File: src/rtl/ex_muldiv.sv
// ex_muldiv: iterative RV32M multiply/divide unit for the execute stage.
//
// One M-extension operation at a time. Multiplies run a shift-add on operand
// magnitudes (MUL_BITS_PER_CYCLE multiplier bits per cycle); divides run a
// restoring divide (one quotient bit per cycle). Divide-by-zero and signed
// overflow finish through a one-cycle fast path. The pipeline is held with
// stall_o while an operation is accepted or in flight, and the result comes
// back in a single done_o beat.
//
// Build option: define EX_MULDIV_DIV_EN to include the divider datapath.
// Without it, ops 4-7 complete through the fast path with a zero result.
//
// Ports:
//   clk       clock, rising edge
//   rst       asynchronous active-high reset
//   start_i   request, sampled only in IDLE
//   op_i      funct3 (0 MUL, 1 MULH, 2 MULHSU, 3 MULHU, 4 DIV, 5 DIVU, 6 REM, 7 REMU)
//   a_i, b_i  forwarded rs1 / rs2 values
//   rd_i      destination register
//   flush_i   synchronous abort, wins over start_i
//   stall_o   combinational pipeline hold
//   busy_o    registered, high in CALC
//   done_o    registered one-cycle completion pulse
//   result_o  result, valid with done_o, held until the next completion
//   rd_o      destination register, valid with done_o

module ex_muldiv #(
    parameter int WIDTH              = 32,
    parameter int MUL_BITS_PER_CYCLE = 1
) (
    input  logic             clk,
    input  logic             rst,
    input  logic             start_i,
    input  logic [2:0]       op_i,
    input  logic [WIDTH-1:0] a_i,
    input  logic [WIDTH-1:0] b_i,
    input  logic [4:0]       rd_i,
    input  logic             flush_i,
    output logic             stall_o,
    output logic             busy_o,
    output logic             done_o,
    output logic [WIDTH-1:0] result_o,
    output logic [4:0]       rd_o
);

    // state | meaning
    // IDLE  | waiting for start_i
    // CALC  | iterating, counter counts down to 1
    // DONE  | done_o high for one cycle, result_o / rd_o valid
    typedef enum logic [1:0] {ST_IDLE, ST_CALC, ST_DONE} state_t;

    localparam int K  = MUL_BITS_PER_CYCLE;
    localparam int CW = $clog2(WIDTH + 1);
    localparam logic [CW-1:0] N_MUL = CW'(WIDTH / K);
    localparam logic [CW-1:0] N_DIV = CW'(WIDTH);
    localparam logic [WIDTH-1:0] INT_MIN = {1'b1, {(WIDTH-1){1'b0}}};

    localparam logic [2:0] OP_MUL    = 3'd0;
    localparam logic [2:0] OP_MULH   = 3'd1;
    localparam logic [2:0] OP_MULHSU = 3'd2;
    localparam logic [2:0] OP_DIV    = 3'd4;
    localparam logic [2:0] OP_REM    = 3'd6;
    localparam logic [2:0] OP_REMU   = 3'd7;

    state_t             state;
    logic [CW-1:0]      cnt;
    logic [2:0]         op_q;
    logic [4:0]         rd_q;
    logic               neg_q;
    // Multiplicand for multiplies, divisor for divides.
    logic [WIDTH-1:0]   opnd_q;
    // Multiply: {partial product high, remaining multiplier / product low}.
    // Divide:   {partial remainder, dividend shifting into quotient}.
    logic [2*WIDTH-1:0] acc_q;

    logic               a_signed, b_signed, a_neg, b_neg, is_div, res_neg;
    logic [WIDTH-1:0]   a_mag, b_mag;
    logic               fast;
    logic [WIDTH-1:0]   fast_res;

    always_comb begin
        a_signed = (op_i == OP_MULH) || (op_i == OP_MULHSU) ||
                   (op_i == OP_DIV)  || (op_i == OP_REM);
        b_signed = (op_i == OP_MULH) || (op_i == OP_DIV) || (op_i == OP_REM);
        a_neg    = a_signed && a_i[WIDTH-1];
        b_neg    = b_signed && b_i[WIDTH-1];
        a_mag    = a_neg ? -a_i : a_i;
        b_mag    = b_neg ? -b_i : b_i;
        is_div   = op_i[2];
        // Remainder follows the dividend's sign; everything else is sign(a)^sign(b).
        if (op_i == OP_REM)
            res_neg = a_neg;
        else if (op_i == OP_REMU)
            res_neg = 1'b0;
        else
            res_neg = a_neg ^ b_neg;
        fast     = 1'b0;
        fast_res = '0;
`ifdef EX_MULDIV_DIV_EN
        if (is_div) begin
            if (b_i == '0) begin
                fast     = 1'b1;
                fast_res = op_i[1] ? a_i : '1;
            end else if (!op_i[0] && (a_i == INT_MIN) && (b_i == '1)) begin
                fast     = 1'b1;
                fast_res = op_i[1] ? '0 : a_i;
            end
        end
`else
        fast = is_div;
`endif
    end

    logic [K-1:0]       mul_digit;
    logic [WIDTH+K-1:0] mul_sum;
    logic [2*WIDTH-1:0] mul_nxt, prod, acc_nxt;
    logic [WIDTH-1:0]   calc_res;
`ifdef EX_MULDIV_DIV_EN
    logic [WIDTH:0]     rem_sh, div_diff;
    logic [2*WIDTH-1:0] div_nxt;
    logic [WIDTH-1:0]   div_sel;
`endif

    always_comb begin
        mul_digit = acc_q[K-1:0];
        mul_sum   = {{K{1'b0}}, acc_q[2*WIDTH-1:WIDTH]} +
                    ((WIDTH+K)'(opnd_q) * (WIDTH+K)'(mul_digit));
        mul_nxt   = {mul_sum, acc_q[WIDTH-1:K]};
        prod      = neg_q ? -mul_nxt : mul_nxt;
        acc_nxt   = mul_nxt;
        calc_res  = (op_q == OP_MUL) ? prod[WIDTH-1:0] : prod[2*WIDTH-1:WIDTH];
`ifdef EX_MULDIV_DIV_EN
        // Partial remainder stays below the divisor, so WIDTH+1 bits hold the
        // shifted value and the difference's top bit is its sign.
        rem_sh   = acc_q[2*WIDTH-1:WIDTH-1];
        div_diff = rem_sh - {1'b0, opnd_q};
        if (div_diff[WIDTH])
            div_nxt = {rem_sh[WIDTH-1:0], acc_q[WIDTH-2:0], 1'b0};
        else
            div_nxt = {div_diff[WIDTH-1:0], acc_q[WIDTH-2:0], 1'b1};
        div_sel = op_q[1] ? div_nxt[2*WIDTH-1:WIDTH] : div_nxt[WIDTH-1:0];
        if (op_q[2]) begin
            acc_nxt  = div_nxt;
            calc_res = neg_q ? -div_sel : div_sel;
        end
`endif
    end

    assign stall_o = ((state == ST_IDLE) && start_i && !flush_i) || (state == ST_CALC);

    always_ff @(posedge clk or posedge rst) begin
        if (rst) begin
            state    <= ST_IDLE;
            cnt      <= '0;
            op_q     <= '0;
            rd_q     <= '0;
            neg_q    <= 1'b0;
            opnd_q   <= '0;
            acc_q    <= '0;
            busy_o   <= 1'b0;
            done_o   <= 1'b0;
            result_o <= '0;
            rd_o     <= '0;
        end else begin
            busy_o <= 1'b0;
            done_o <= 1'b0;
            if (flush_i) begin
                state <= ST_IDLE;
                cnt   <= '0;
            end else begin
                case (state)
                    ST_IDLE: begin
                        if (start_i) begin
                            op_q  <= op_i;
                            rd_q  <= rd_i;
                            neg_q <= res_neg;
                            if (fast) begin
                                state    <= ST_DONE;
                                done_o   <= 1'b1;
                                result_o <= fast_res;
                                rd_o     <= rd_i;
                                cnt      <= '0;
                            end else begin
                                state  <= ST_CALC;
                                busy_o <= 1'b1;
                                cnt    <= is_div ? N_DIV : N_MUL;
                                opnd_q <= is_div ? b_mag : a_mag;
                                acc_q  <= {{WIDTH{1'b0}}, (is_div ? a_mag : b_mag)};
                            end
                        end
                    end
                    ST_CALC: begin
                        acc_q <= acc_nxt;
                        cnt   <= cnt - 1'b1;
                        if (cnt == CW'(1)) begin
                            state    <= ST_DONE;
                            done_o   <= 1'b1;
                            result_o <= calc_res;
                            rd_o     <= rd_q;
                        end else begin
                            busy_o <= 1'b1;
                        end
                    end
                    default: begin
                        state <= ST_IDLE;
                        cnt   <= '0;
                    end
                endcase
            end
        end
    end

endmodule

File: config.mk
export PLATFORM = sky130hd
export DESIGN_NAME = ex_muldiv
export DESIGN_NICKNAME = d
export VERILOG_FILES = /design/src/rtl/ex_muldiv.sv
export SDC_FILE = /design/constraint.sdc
export NUM_CORES = 1
export LEC_CHECK = 0
export ABC_AREA = 1
export CAP_MARGIN = 20
export CORE_ASPECT_RATIO = 0.5
export CORE_MARGIN = 8
export CORE_UTILIZATION = 64
export CTS_BUF_LIST = sky130_fd_sc_hd__clkbuf_4 sky130_fd_sc_hd__clkbuf_8 sky130_fd_sc_hd__clkbuf_16
export DETAILED_ROUTE_END_ITERATION = 10
export PLACE_DENSITY = 0.84
export RECOVER_POWER = 25
export SKIP_LAST_GASP = 1
export SYNTH_ARGS = -nofsm -noshare
export SYNTH_HDL_FRONTEND = slang
export SYNTH_SLANG_ARGS = --single-unit
File: constraint.sdc
create_clock -name clk -period 11.5 [get_ports clk]
set_clock_uncertainty 0.1 [all_clocks]
set_input_delay 1.15 -clock clk [delete_from_list [all_inputs] [get_ports clk]]
set_output_delay 1.15 -clock clk [all_outputs]
set_load 0.02 [all_outputs]
# After elaboration in Yosys (flattened, before gate mapping)
# Index checks and enable logic that the tools add are counted.
# W data, S select, Z words.
[totals]
word_cells = 88
reg_bits = 152
[op_classes]
eq_ne = 13
add_sub_neg = 5
reduce_logical = 19
multipliers = 1
bitwise = 3
muxes = 36
[ops]
columns = ["cell", "n"]
rows = [
  ["$mux W32", 6],
  ["$mux W64", 3],
  ["$pmux W64 S2", 1],
  ["$neg A32 Y32", 2],
  ["$neg A64 Y64", 1],
  ["$pmux W32 S2", 1],
  ["$add A32 B33 Y33", 1],
  ["$mul A32 B1 Y33", 1],
  ["$mux W6", 3],
  ["$mux W5", 3],
  ["$pmux W6 S2", 1],
  ["$mux W1", 10],
  ["$pmux W5 S2", 1],
  ["$eq A3 B3 Y1 const B", 3],
  ["$mux W2", 4],
  ["$reduce_and A4 Y1", 2],
  ["$eq A6 B1 Y1 const B", 1],
  ["$logic_or A1 B1 Y1", 6],
  ["$ne A2 B2 Y1 const B", 3],
  ["$sub A6 B1 Y6 const B", 1],
  ["$reduce_and A5 Y1", 1],
  ["$logic_and A1 B1 Y1", 4],
  ["$pmux W1 S2", 2],
  ["$pmux W2 S2", 1],
  ["14 further kinds", 15],
]

# Depth between registers and ports, before layout
[logic_depth]
ltp_word = 8
depth_mapped = 26

# Worst setup path after synthesis
# OpenSTA, ideal clock, no wires.
[synth_path]
path_type = "reg2reg"
start = "register acc_q[0]"
end = "register result_o[25]"
period_less_slack_ps = 3070
n_path_buf = 2
stages_incl_launch_ff = 21
slack_ps = 8430
setup_ps = 116
required_ps = 11284
arrival_ps = 2854
path_cell_list = "dfrtp_1 clkbuf_1 clkbuf_1 nand2_1 inv_1 ha_1 fa_1 inv_1 nand2_1 nor4_1 nand2_1 nor2_2 nand3_1 nor2_2 nand2_2 nor2_4 nand3_2 nand3_1 nand3_1 nand2_1 nand2_1"
[synth_via]
elab_chain_cells = 7
[synth_rtl]
columns = ["item", "line_no", "source"]
rows = [
  ["start: declaration", "74", "logic [2*WIDTH-1:0] acc_q;"],
  ["start signal: assignment", "188", "acc_q <= {{WIDTH{1'b0}}, (is_div ? a_mag : b_mag)};"],
  ["start signal: assignment", "193", "acc_q <= acc_nxt;"],
  ["$mul A32 B1 Y33 (*)", "127", "((WIDTH+K)'(opnd_q) * (WIDTH+K)'(mul_digit));"],
  ["$add A32 B33 Y33 (*)", "126", "mul_sum = {{K{1'b0}}, acc_q[2*WIDTH-1:WIDTH]} +"],
  ["$neg A64 Y64", "129", "prod = neg_q ? -mul_nxt : mul_nxt;"],
  ["$mux W64 (*)", "129", ""],
  ["$mux W32 (*)", "131", "calc_res = (op_q == OP_MUL) ? prod[WIDTH-1:0] : prod[2*WIDTH-1:WIDTH];"],
  ["$mux W32 (*)", "195", "if (cnt == CW'(1)) begin"],
  ["$pmux W32 S2 (*)", "171", "case (state)"],
  ["end signal: assignment", "180", "result_o <= fast_res;"],
  ["end signal: assignment", "198", "result_o <= calc_res;"],
  ["end: declaration", "42", "output logic [WIDTH-1:0] result_o,"],
]
# Mark *: on every way between the ends. The rest lies on a longest branch, timed or not. The select of a mux whose other input is x is not followed.
# A chain may end at the register's enable or synchronous reset.

==> impl_results.md <==
- Cts hold-fix bufs: 0
- Synth Area in XOR/XNOR: 0.02625
- Gr usage total: 0.3780
- Flop2flop setup slack: 7110 ps
- Post-Syn Area: 13010 sq um
- Fraction of the mapped netlist area in adder cells: 0.03711
- Clock root buffer master: clkbuf_16
- Failing checks: max-capacitance violations, max-slew violations
- Max frequency: 214.6 MHz
- WHS Endpoint: result_o[16]
- # resized after CTS: 0
- Final Power: 2.720 mW
- Row cnt: 37
- HP Start: result_o[16]
- Area Overhead vs Synth: 15.05%
- Core box area: 20230 sq um
- Worst hold margin: 384.2 ps
- Synth Register Bits: 152
- Post-detail-place hpwl: 37.75 mm
- Clock sink count: 152
- Vias in the first global route: 13540
- Net count, final: 2310
- Worst Path Required: 11870 ps
- TritonRoute pass-1 iters: 7
- Minimum clock period: 4660 ps
- Post-route DRC: 0
- Storage cell area: 3805 sq um
- Simple-Gate Fraction of Synth Area: 0.4013
- Clk_lat worst skew: 470 ps
- Main synth FF type: dfrtp_1
- Power Density: 181.7 nW/um^2
- Clock tree buffer depth: 2
- Reg-to-reg startpoint: acc_q[0]
- Peak VDD IR: 0.0001406 V
- Pleak: 7.817 nW
- Worst slew margin: -1.688
- Synth unique cells: 51
- Syn Nets: 2222
- Post CTS Setup Buffer Count: 0
- Final period util: 0.4053
- Post-route ant nets: 0
- Crit path kind: input pin to async pin
- Global-route wire length before repair: 74.15 mm
- N_diodes: 0
- Area of the multi-input gates: 7834 sq um
- Clk slew on worst S/H paths: 70 ps
- WL final: 48.80 mm
- Crit end category: async pin
- Sequential area share after synthesis: 0.2923
- Die area: 25430 sq um
- H-Tree Depth: 4
- Total number of vias: 15170
- Total gr overflow: 0
- Post-synthesis mux area share: 0
- Worst min-delay path class: flop to flop
- Yosys top cell by area: dfrtp_1
- Initial Util: 0.6433
- Fillers: 1616
- Layout cells sized above 1: 0.07017
- Fin Setup TNS: 0 ps
- Mean Syn Cell Area: 6.173 sq um
- Final count of negative-setup-slack endpoints: 0
- Cell count after synthesis: 2108
- Largest net degree at the start of global routing: 91
- FFs w/ async S/R, synth: 1.000
- TritonCTS Buffers: 17
- IO Pins: 116
- Compound-gate portion of the synthesized area: 0.1363
- CTS tree: done
- Routability cong.: 1.059
- Main combinational cell family by area after synthesis: simple AND/OR/NAND/NOR gates
- Yosys warnings: 0
- Die X-Extent: 217.7 microns
- Max Transition Viols Final: 91
- PortBufs: 115
- Unrepaired setup endpoints after global routing: no
- Endpoints failing hold: 0
- Worst endpoint data arrival time: 5030 ps
- Synth top area share: 0.2923
- EDFF count, synth: 0
- Slew @ Worst Pin: 4011 ps
- DR vias/cell: 6.111
- Die H: 116.8 microns
- DRT iter0 DRCs: 2754
- Synth top area cells: dfrtp_1, nand2_1, inv_1
- Hold depth: 2
- Worst r2r path cells: 20
- CP max FO: 90
- Crit path launch type: input pin
- WL per Instance: 19.66 microns
- Status: finished, violations left
- Initial antenna violation count: 0
- Total of max-cap violations: 1
- Reg-to-Reg End: result_o[30]
- Final core area utilization: 0.7401
-- flip-flops by register name, indices dropped and copies added (netlist names) --
signal,flops
opnd_q,32
state,2
op_q,3
neg_q,1
done_o,1
busy_o,1
rd_o,5
cnt,6
acc_q,64
result_o,32
rd_q,5
-- layer usage --
| layer | up-vias | GRT usage | wire [microns] |
|---|---|---|---|
| met5 | - | 0 | 35 |
| met4 | 2 | 0.09816 | 1143 |
| met3 | 129 | 0.1747 | 8590 |
| met2 | 1212 | 0.4938 | 18170 |
| met1 | 6888 | 0.5457 | 20860 |
| li1 | 6937 | - | - |
-- area by class of cell --
cell class / count / share of cell area
Clock buffer: 18 / 0.02933
Tap cell: 273 / 0.02281
Inverter: 300 / 0.07530
Multi-Input combinational cell: 1597 / 0.5232
Timing Repair Buffer: 128 / 0.08474
Clock inverter: 14 / 0.01045
Sequential cell: 152 / 0.2541
-- cell usage after synthesis (4+ instances only) --
cell      count
o211ai_1     19
o21ai_0     176
or2_2         7
nor2_4        5
buf_1         4
nor2_1      190
nand3_2      12
nand2_1     673
clkbuf_1     44
nand3_1     151
xor2_1       33
nor2_2       27
a21oi_1      84
xnor2_1       6
and2_1        5
ha_1         37
o21ai_1       4
inv_1       291
nor3_1       29
a32o_1        7
clkinv_1      6
dfrtp_1     152
buf_6         4
nand4_1      38
o31ai_1       8
nand2_2      40
buf_2         6
a31oi_1       9
nor4_1        6
-- worst max-delay path: stages --
cell and delay (ps):
dlygate4sd3_1 550, clkinvlp_2 2240, buf_4 950
-- where the power goes --
group | leakage, nW | switching (mW) | total (mW) | internal [mW]
clock network | 0.289 | 0.284 | 0.581 | 0.297
logic | 5.56 | 0.946 | 1.36 | 0.410
registers | 1.97 | 0.128 | 0.784 | 0.656
-- how the worst max path moves through the flow --
stage,to,slack [ps],startpoint
detailed placement,opnd_q[24],7230,op_i[2]
floorplan,acc_q[0],6160,rst
global route,acc_q[43],6180,rst
global placement,opnd_q[24],7360,op_i[2]
CTS,stall_o,7250,flush_i
finish,acc_q[41],6840,rst
-- cells by family after synthesis --
logic type      after synthesis
buf+inv                     359
xor+xnor                     39
flops                       152
fa+ha+maj                    38
compound gates              322
simple gates               1198
-- per-stage QoR --
step                instances  area (sq um)  worst slack (ps)
global route             2482         14970              6181
global placement         2449         14350              7361
floorplan                2108         13010              6157
finish                   2482         14970              6840
detailed placement       2449         14350              7229
CTS                      2481         14950              7254
-- cell usage in the layout, fill, tap and decap left out, types with 7 or more instances in the layout --
| master | instances |
|---|---|
| a21oi_1 | 84 |
| a31oi_1 | 9 |
| a32o_1 | 7 |
| buf_4 | 12 |
| clkbuf_16 | 17 |
| clkdlybuf4s50_1 | 114 |
| dfrtp_1 | 151 |
| ha_1 | 37 |
| inv_1 | 290 |
| nand2_1 | 673 |
| nand2_2 | 40 |
| nand3_1 | 151 |
| nand3_2 | 12 |
| nand4_1 | 38 |
| nor2_1 | 189 |
| nor2_2 | 27 |
| nor3_1 | 28 |
| o211ai_1 | 19 |
| o21ai_0 | 176 |
| o31ai_1 | 8 |
| or2_2 | 7 |
| xor2_1 | 33 |
Note: power is estimated with default switching activity, not from simulation.
